`src/rtl/keyboard_scancode_decoder.sv`:
```
// keyboard_scancode_decoder
// Receives PS/2 keyboard frames, checks framing/parity, strips break (F0) and
// extended (E0) sequences and maps accepted make codes to a 4-bit key code.
//
// Ports:
//   clk, rst_n   system clock, asynchronous active-low reset
//   kb_clk       PS/2 clock from keyboard (asynchronous)
//   kb_data      PS/2 data from keyboard (asynchronous)
//   binary_val   key code, held until the next accepted key
//   val_valid    one-cycle strobe, binary_val is new this cycle
//   frame_err    one-cycle strobe on a rejected frame or timeout
module keyboard_scancode_decoder #(
  parameter int unsigned TIMEOUT_CYCLES = 100000
) (
  input  logic       clk,
  input  logic       rst_n,
  input  logic       kb_clk,
  input  logic       kb_data,
  output logic [3:0] binary_val,
  output logic       val_valid,
  output logic       frame_err
);

  localparam int unsigned TW = (TIMEOUT_CYCLES > 1) ? $clog2(TIMEOUT_CYCLES) : 1;
  localparam int unsigned BW = 4;
  localparam int unsigned FW = 10;

  typedef enum logic [1:0] {RX_IDLE, RX_BITS, RX_CHECK, RX_ERR} rx_state_t;
  typedef enum logic [1:0] {P_MAKE, P_EXT, P_BREAK} p_state_t;

  rx_state_t      rx_state, rx_nxt;
  p_state_t       p_state, p_nxt;
  logic [2:0]     kc_sync;
  logic [1:0]     kd_sync;
  logic [BW-1:0]  bitcnt, bitcnt_nxt;
  logic [FW-1:0]  sr, sr_nxt;
  logic [TW-1:0]  tmo_cnt, tmo_nxt;
  logic [3:0]     bv_nxt;
  logic           vv_nxt, fe_nxt;
  logic           fall, din;
  logic           map_hit;
  logic [3:0]     map_val;
  logic           frame_ok;

  // Make code to key code lookup; bit 4 flags a mapped code.
  function automatic logic [4:0] map_code(input logic [7:0] b);
    logic [4:0] r;
    r = 5'd0;
    case (b)
      8'h45: r = {1'b1, 4'd0};
      8'h16: r = {1'b1, 4'd1};
      8'h1E: r = {1'b1, 4'd2};
      8'h26: r = {1'b1, 4'd3};
      8'h25: r = {1'b1, 4'd4};
      8'h2E: r = {1'b1, 4'd5};
      8'h36: r = {1'b1, 4'd6};
      8'h3D: r = {1'b1, 4'd7};
      8'h3E: r = {1'b1, 4'd8};
      8'h46: r = {1'b1, 4'd9};
      8'h79: r = {1'b1, 4'd10};
      8'h7B: r = {1'b1, 4'd11};
      8'h7C: r = {1'b1, 4'd12};
      8'h4A: r = {1'b1, 4'd13};
      8'h66: r = {1'b1, 4'd14};
      8'h5A: r = {1'b1, 4'hF};
      8'h76: r = {1'b1, 4'hE};
      default: r = 5'd0;
    endcase
    return r;
  endfunction

  // Two-flop synchronisers; third kb_clk stage for falling-edge detect.
  always_ff @(posedge clk or negedge rst_n) begin
    if (!rst_n) begin
      kc_sync <= 3'b111;
      kd_sync <= 2'b11;
    end else begin
      kc_sync <= {kc_sync[1:0], kb_clk};
      kd_sync <= {kd_sync[0], kb_data};
    end
  end

  assign fall = kc_sync[2] & ~kc_sync[1];
  assign din  = kd_sync[1];

  // Frame is {stop, parity, data[7:0]} after ten LSB-first shifts.
  assign frame_ok = (^sr[8:0]) & sr[9];

  // State and output registers.
  always_ff @(posedge clk or negedge rst_n) begin
    if (!rst_n) begin
      rx_state   <= RX_IDLE;
      p_state    <= P_MAKE;
      bitcnt     <= '0;
      sr         <= '0;
      tmo_cnt    <= '0;
      binary_val <= 4'd0;
      val_valid  <= 1'b0;
      frame_err  <= 1'b0;
    end else begin
      rx_state   <= rx_nxt;
      p_state    <= p_nxt;
      bitcnt     <= bitcnt_nxt;
      sr         <= sr_nxt;
      tmo_cnt    <= tmo_nxt;
      binary_val <= bv_nxt;
      val_valid  <= vv_nxt;
      frame_err  <= fe_nxt;
    end
  end

  // Receiver and prefix next-state / next-output logic.
  always_comb begin
    rx_nxt     = rx_state;
    p_nxt      = p_state;
    bitcnt_nxt = bitcnt;
    sr_nxt     = sr;
    tmo_nxt    = tmo_cnt;
    bv_nxt     = binary_val;
    vv_nxt     = 1'b0;
    fe_nxt     = 1'b0;
    {map_hit, map_val} = map_code(sr[7:0]);

    case (rx_state)
      RX_IDLE: begin
        tmo_nxt = '0;
        if (fall) begin
          if (!din) begin
            rx_nxt     = RX_BITS;
            bitcnt_nxt = '0;
          end else begin
            // Delay the error one cycle so it lines up with frame-end timing.
            rx_nxt = RX_ERR;
          end
        end
      end

      RX_BITS: begin
        if (fall) begin
          sr_nxt     = {din, sr[FW-1:1]};
          bitcnt_nxt = BW'(bitcnt + BW'(1));
          tmo_nxt    = '0;
          if (bitcnt == BW'(FW - 1)) begin
            rx_nxt = RX_CHECK;
          end
        end else if (tmo_cnt == TW'(TIMEOUT_CYCLES - 1)) begin
          tmo_nxt = '0;
          fe_nxt  = 1'b1;
          p_nxt   = P_MAKE;
          rx_nxt  = RX_IDLE;
        end else begin
          tmo_nxt = TW'(tmo_cnt + TW'(1));
        end
      end

      RX_CHECK: begin
        rx_nxt  = RX_IDLE;
        tmo_nxt = '0;
        if (!frame_ok) begin
          fe_nxt = 1'b1;
          p_nxt  = P_MAKE;
        end else begin
          case (p_state)
            P_MAKE: begin
              if (sr[7:0] == 8'hF0) begin
                p_nxt = P_BREAK;
              end else if (sr[7:0] == 8'hE0) begin
                p_nxt = P_EXT;
              end else if (map_hit) begin
                vv_nxt = 1'b1;
                bv_nxt = map_val;
              end
            end
            P_EXT:   p_nxt = (sr[7:0] == 8'hF0) ? P_BREAK : P_MAKE;
            default: p_nxt = P_MAKE;
          endcase
        end
      end

      default: begin
        rx_nxt = RX_IDLE;
        fe_nxt = 1'b1;
        p_nxt  = P_MAKE;
      end
    endcase
  end

endmodule
```
`config.mk`:
```
export PLATFORM = sky130hd
export DESIGN_NAME = keyboard_scancode_decoder
export DESIGN_NICKNAME = d
export VERILOG_FILES = /design/src/rtl/keyboard_scancode_decoder.sv
export SDC_FILE = /design/constraint.sdc
export NUM_CORES = 1
export LEC_CHECK = 0
export ABC_AREA = 1
export CAP_MARGIN = 20
export CORE_ASPECT_RATIO = 0.5
export CORE_MARGIN = 2
export CORE_UTILIZATION = 55
export CTS_CLUSTER_SIZE = 16
export DETAILED_ROUTE_END_ITERATION = 8
export MAX_ROUTING_LAYER = met4
export PLACE_DENSITY = 0.8
export SYNTH_ARGS = -nofsm -noshare
export SYNTH_HDL_FRONTEND = slang
export SYNTH_SLANG_ARGS = --single-unit
```
`constraint.sdc`:
```
create_clock -name clk -period 1.5 [get_ports clk]
set_input_delay 0.225 -clock clk [delete_from_list [all_inputs] [get_ports clk]]
set_output_delay 0.225 -clock clk [all_outputs]
set_load 0.01 [all_outputs]
```
==> summary.txt <==
Status
  • Outcome: finished, violations left
  • Failing checks: negative setup slack

Setup path
  • Stages on the worst setup path: 11
  • Worst setup EP type: register
  • Crit path buffers/inverters: 5
  • CP top delay family: buffers and inverters
  • Startpoint Class: register
  • Worst path required time: 1700 ps
  • Critical Path Fanout Max: 2
  • Worst Setup Path Type: register to register
  • Crit path cell chain: buf_4 > buf_4 > ha_1 > nor2_2 > o211ai_1 > buf_4 > buf_4 > inv_1 > nand2_1 > nand4_1 > nand2_1
  • Crit path arrival time: 2160 ps
  • Most frequent cell on the critical path: buf_4
  • Slowest CP cell: dfrtp_1
  • Worst-case reg-to-reg path depth: 11
  • Max incr delay on CP: 440 ps

Route
  • Initial DRC Count: 351
  • Drc violations: 0
  • DRT Pass-1 Iters: 5
  • Post-DR wirelength/cell: 20.8 µm
  • Post-Route WL: 10900 µm
  • DRT antenna net count: 0
  • Total number of vias: between 3000 and 4000
  • DR vias/cell: 6.05

Clock network
  • CTS buffer count: 5
  • CTS sink cnt: 46
  • Clk slew on worst S/H paths: 100 ps
  • Clock root buffer master: clkbuf_8
  • CTS tree: done
  • Max clock buf depth: 2
  • H-tree depth: 2
  • Clock Latency Late Sink: 310 ps

Place
  • Hpwl dp: between 4000 and 5000 µm
  • Routability cong.: 0.906
  • Placed inst area: 3310 µm²
  • IO Port Bufs: 9

Final layout
  • Share of cells above drive strength 1: 48.6%
  • Final #Nets: approximately 480
  • Design Area, Final: 4340 µm²
  • Multi-input combinational cell area: 1970 µm²
  • Fill cell count: 179
  • Post-layout util: 88.0%
  • Number of diodes: 0
  • Sequential cell area: 1160 µm²
  • Layout area overhead: 54.5%

Timing
  • Max-slew violation count: 0
  • Setup violators final: 28
  • Fin crit period: 1950 ps
  • Slew HR: 69.1%
  • Min Hold Slack: 324 ps
  • PnR worst setup slack: -452 ps
  • Final cycle utilization of the critical path: 130%
  • RSZ-0062 raised after global routing: true
  • Worst-Margin Slew: 460 ps
  • Skew final: between 9 and 10 ps
  • Max frequency: 512 MHz
  • Hold Vio Cnt, Final: 0

Die
  • DIE AREA: approximately 5700 µm²
  • # rows: 18
  • Die X-Extent: 105 µm
  • Die H: roughly 55 µm
  • # IOs: 10
  • Core area: 4930 µm²
  • Initial core utilization: 57.0%

Logic synthesis
  • Yosys reg bits: 46
  • Syn_nets: 382
  • Top_reg_cell synth: dfrtp_1
  • Post-synth EDFFs: 0
  • Async SR Flop Fraction: 100%
  • Syn avg cell area: 7.81 µm²
  • YS warnings: 0
  • Unique masters post-synth: 34
  • Seq/Total Area, Yosys: 41.2%
  • Mapped Cells: between 300 and 400
  • Mapped Area: 2810 µm²

Global route
  • Antenna violations before repair: 0
  • First-pass GRT wire length: roughly 12000 µm
  • GR Util met2: 52.4%
  • Largest net degree at the start of global routing: 47
  • Number of global-route vias before repair: 2756
  • Most Used Layer, Global Route: met2
  • Met1 usage: 31.5%
  • Total GRT Usage: roughly 29%
  • GRT overflow: 0
  • Global-route met3 utilization: 5.48%

Power and ir drop
  • Worst VDD drop: 821 µV
  • P_leak: 1.94 nW
  • Cell area power density: 1230 nW/µm²

Min path
  • HP Class: input port to register
  • Worst hold stages: 1

Job
  • Max-cap violations: 0
## stage by stage
step	setup TNS [ps]	cells	worst slack, ps	total power [W]
final	-4840	525	-452	0.00533
after global routing	-6550	525	-489	0.00551
after CTS	-1930	504	-180	0.00440
after detailed placement	-1780	475	-266	0.00307
after global placement	-1250	475	-192	0.00300
after floorplan	-545	360	-124	0.00251
## kinds of logic (layout without fill, tap and decap cells)
logic type               after synthesis  after routing  synth area share (%)
AO/OA/AOI/OAI                         48             48                  10.8
XOR/XNOR                               6              6                  1.87
adder cells (fa/ha/maj)               18             18                  8.01
buffers and inverters                 55            150                  7.66
flip-flops                            46             46                  41.2
AND/OR/NAND/NOR                      187            187                  30.5
## cell type report
type	count	share of cell area (%)
multi-input combinational	259	45.3
sequential	46	26.7
timing repair buffer	91	19.0
inverter	51	4.81
tap	70	2.02
clock buffer	7	1.99
clock inverter	1	0.115
## placed cells by master, fill, tap and decap left out, drive strengths merged, types with 6 or more instances in the layout
cell and count:
nand2 91, buf 82, inv 50, nor2 43, dfrtp 41, nand3 34, o21ai 28, ha 18
nand4 10, o22ai 8, a21oi 8, clkdlybuf4s50 7, clkbuf 7, nor3 6
## flip-flops by register name, summed over array words and instances (netlist names)
name and cells:
binary_val 4, bitcnt 4, frame_err 1, kc_sync 3
kd_sync 2, p_state 2, rx_state 2, sr 10
tmo_cnt 17, val_valid 1
## final timing paths
kind                       slack [ps]       endpoint  startpoint
max                              -450  binary_val[3]       sr[1]
min                               320     kd_sync[0]     kb_data
max reg2reg                      -450  binary_val[3]       sr[1]
min reg2reg                       360     kd_sync[1]  kd_sync[0]
max in group asynchronous         800     kc_sync[2]       rst_n
min in group asynchronous         420     tmo_cnt[1]       rst_n
## cells in the mapped netlist (5+ instances only)
| master | number | area [µm²] |
|---|---|---|
| a21oi_1 | 7 | 35.0 |
| dfrtp_1 | 41 | 1030 |
| dfstp_2 | 5 | 131 |
| ha_1 | 18 | 225 |
| inv_1 | 43 | 161 |
| inv_2 | 8 | 30.0 |
| nand2_1 | 89 | 334 |
| nand3_1 | 32 | 160 |
| nand4_1 | 10 | 62.6 |
| nor2_1 | 35 | 131 |
| o21ai_0 | 16 | 80.1 |
| o21ai_1 | 7 | 35.0 |
| o21ai_2 | 5 | 43.8 |
| o22ai_1 | 5 | 31.3 |
| xor2_1 | 5 | 43.8 |
## metal layers
metal | part of all wire (%) | vias to the layer above
met5 | 0 | -
met4 | 5.4 | 0
met3 | 7.5 | 79
met2 | 48 | 220
met1 | 39 | 1522
li1 | - | 1356
## power breakdown
| group | internal [W] | total [W] | leakage, nW | switching (W) |
|---|---|---|---|---|
| clock network | 0.000373 | 0.000830 | 0.0482 | 0.000457 |
| registers | 0.00142 | 0.00163 | 0.609 | 0.000208 |
| logic | 0.00132 | 0.00287 | 1.28 | 0.00155 |
| total | 0.00312 | 0.00533 | 1.94 | 0.00221 |
## repair_timing
| item | in CTS | in global routing |
|---|---|---|
| buffers inserted | 19 | 23 |
| setup endpoints to repair | 15 | 39 |
| pin swaps | 24 | 36 |
| gates resized for setup | 53 | 96 |
| hold buffers | 1 | 0 |
| cloned | 1 | 0 |
| endpoints found under the hold margin | 41 | 0 |
## worst reg2reg max path: cells and delay by family (launching register included)
kind            cells  cell delay [ps]
simple gates        4              390
fa+ha+maj           1              210
compound gates      1              150
flops               1              440
buf+inv             5              660
No activity file was read; power rests on OpenSTA's default activity.
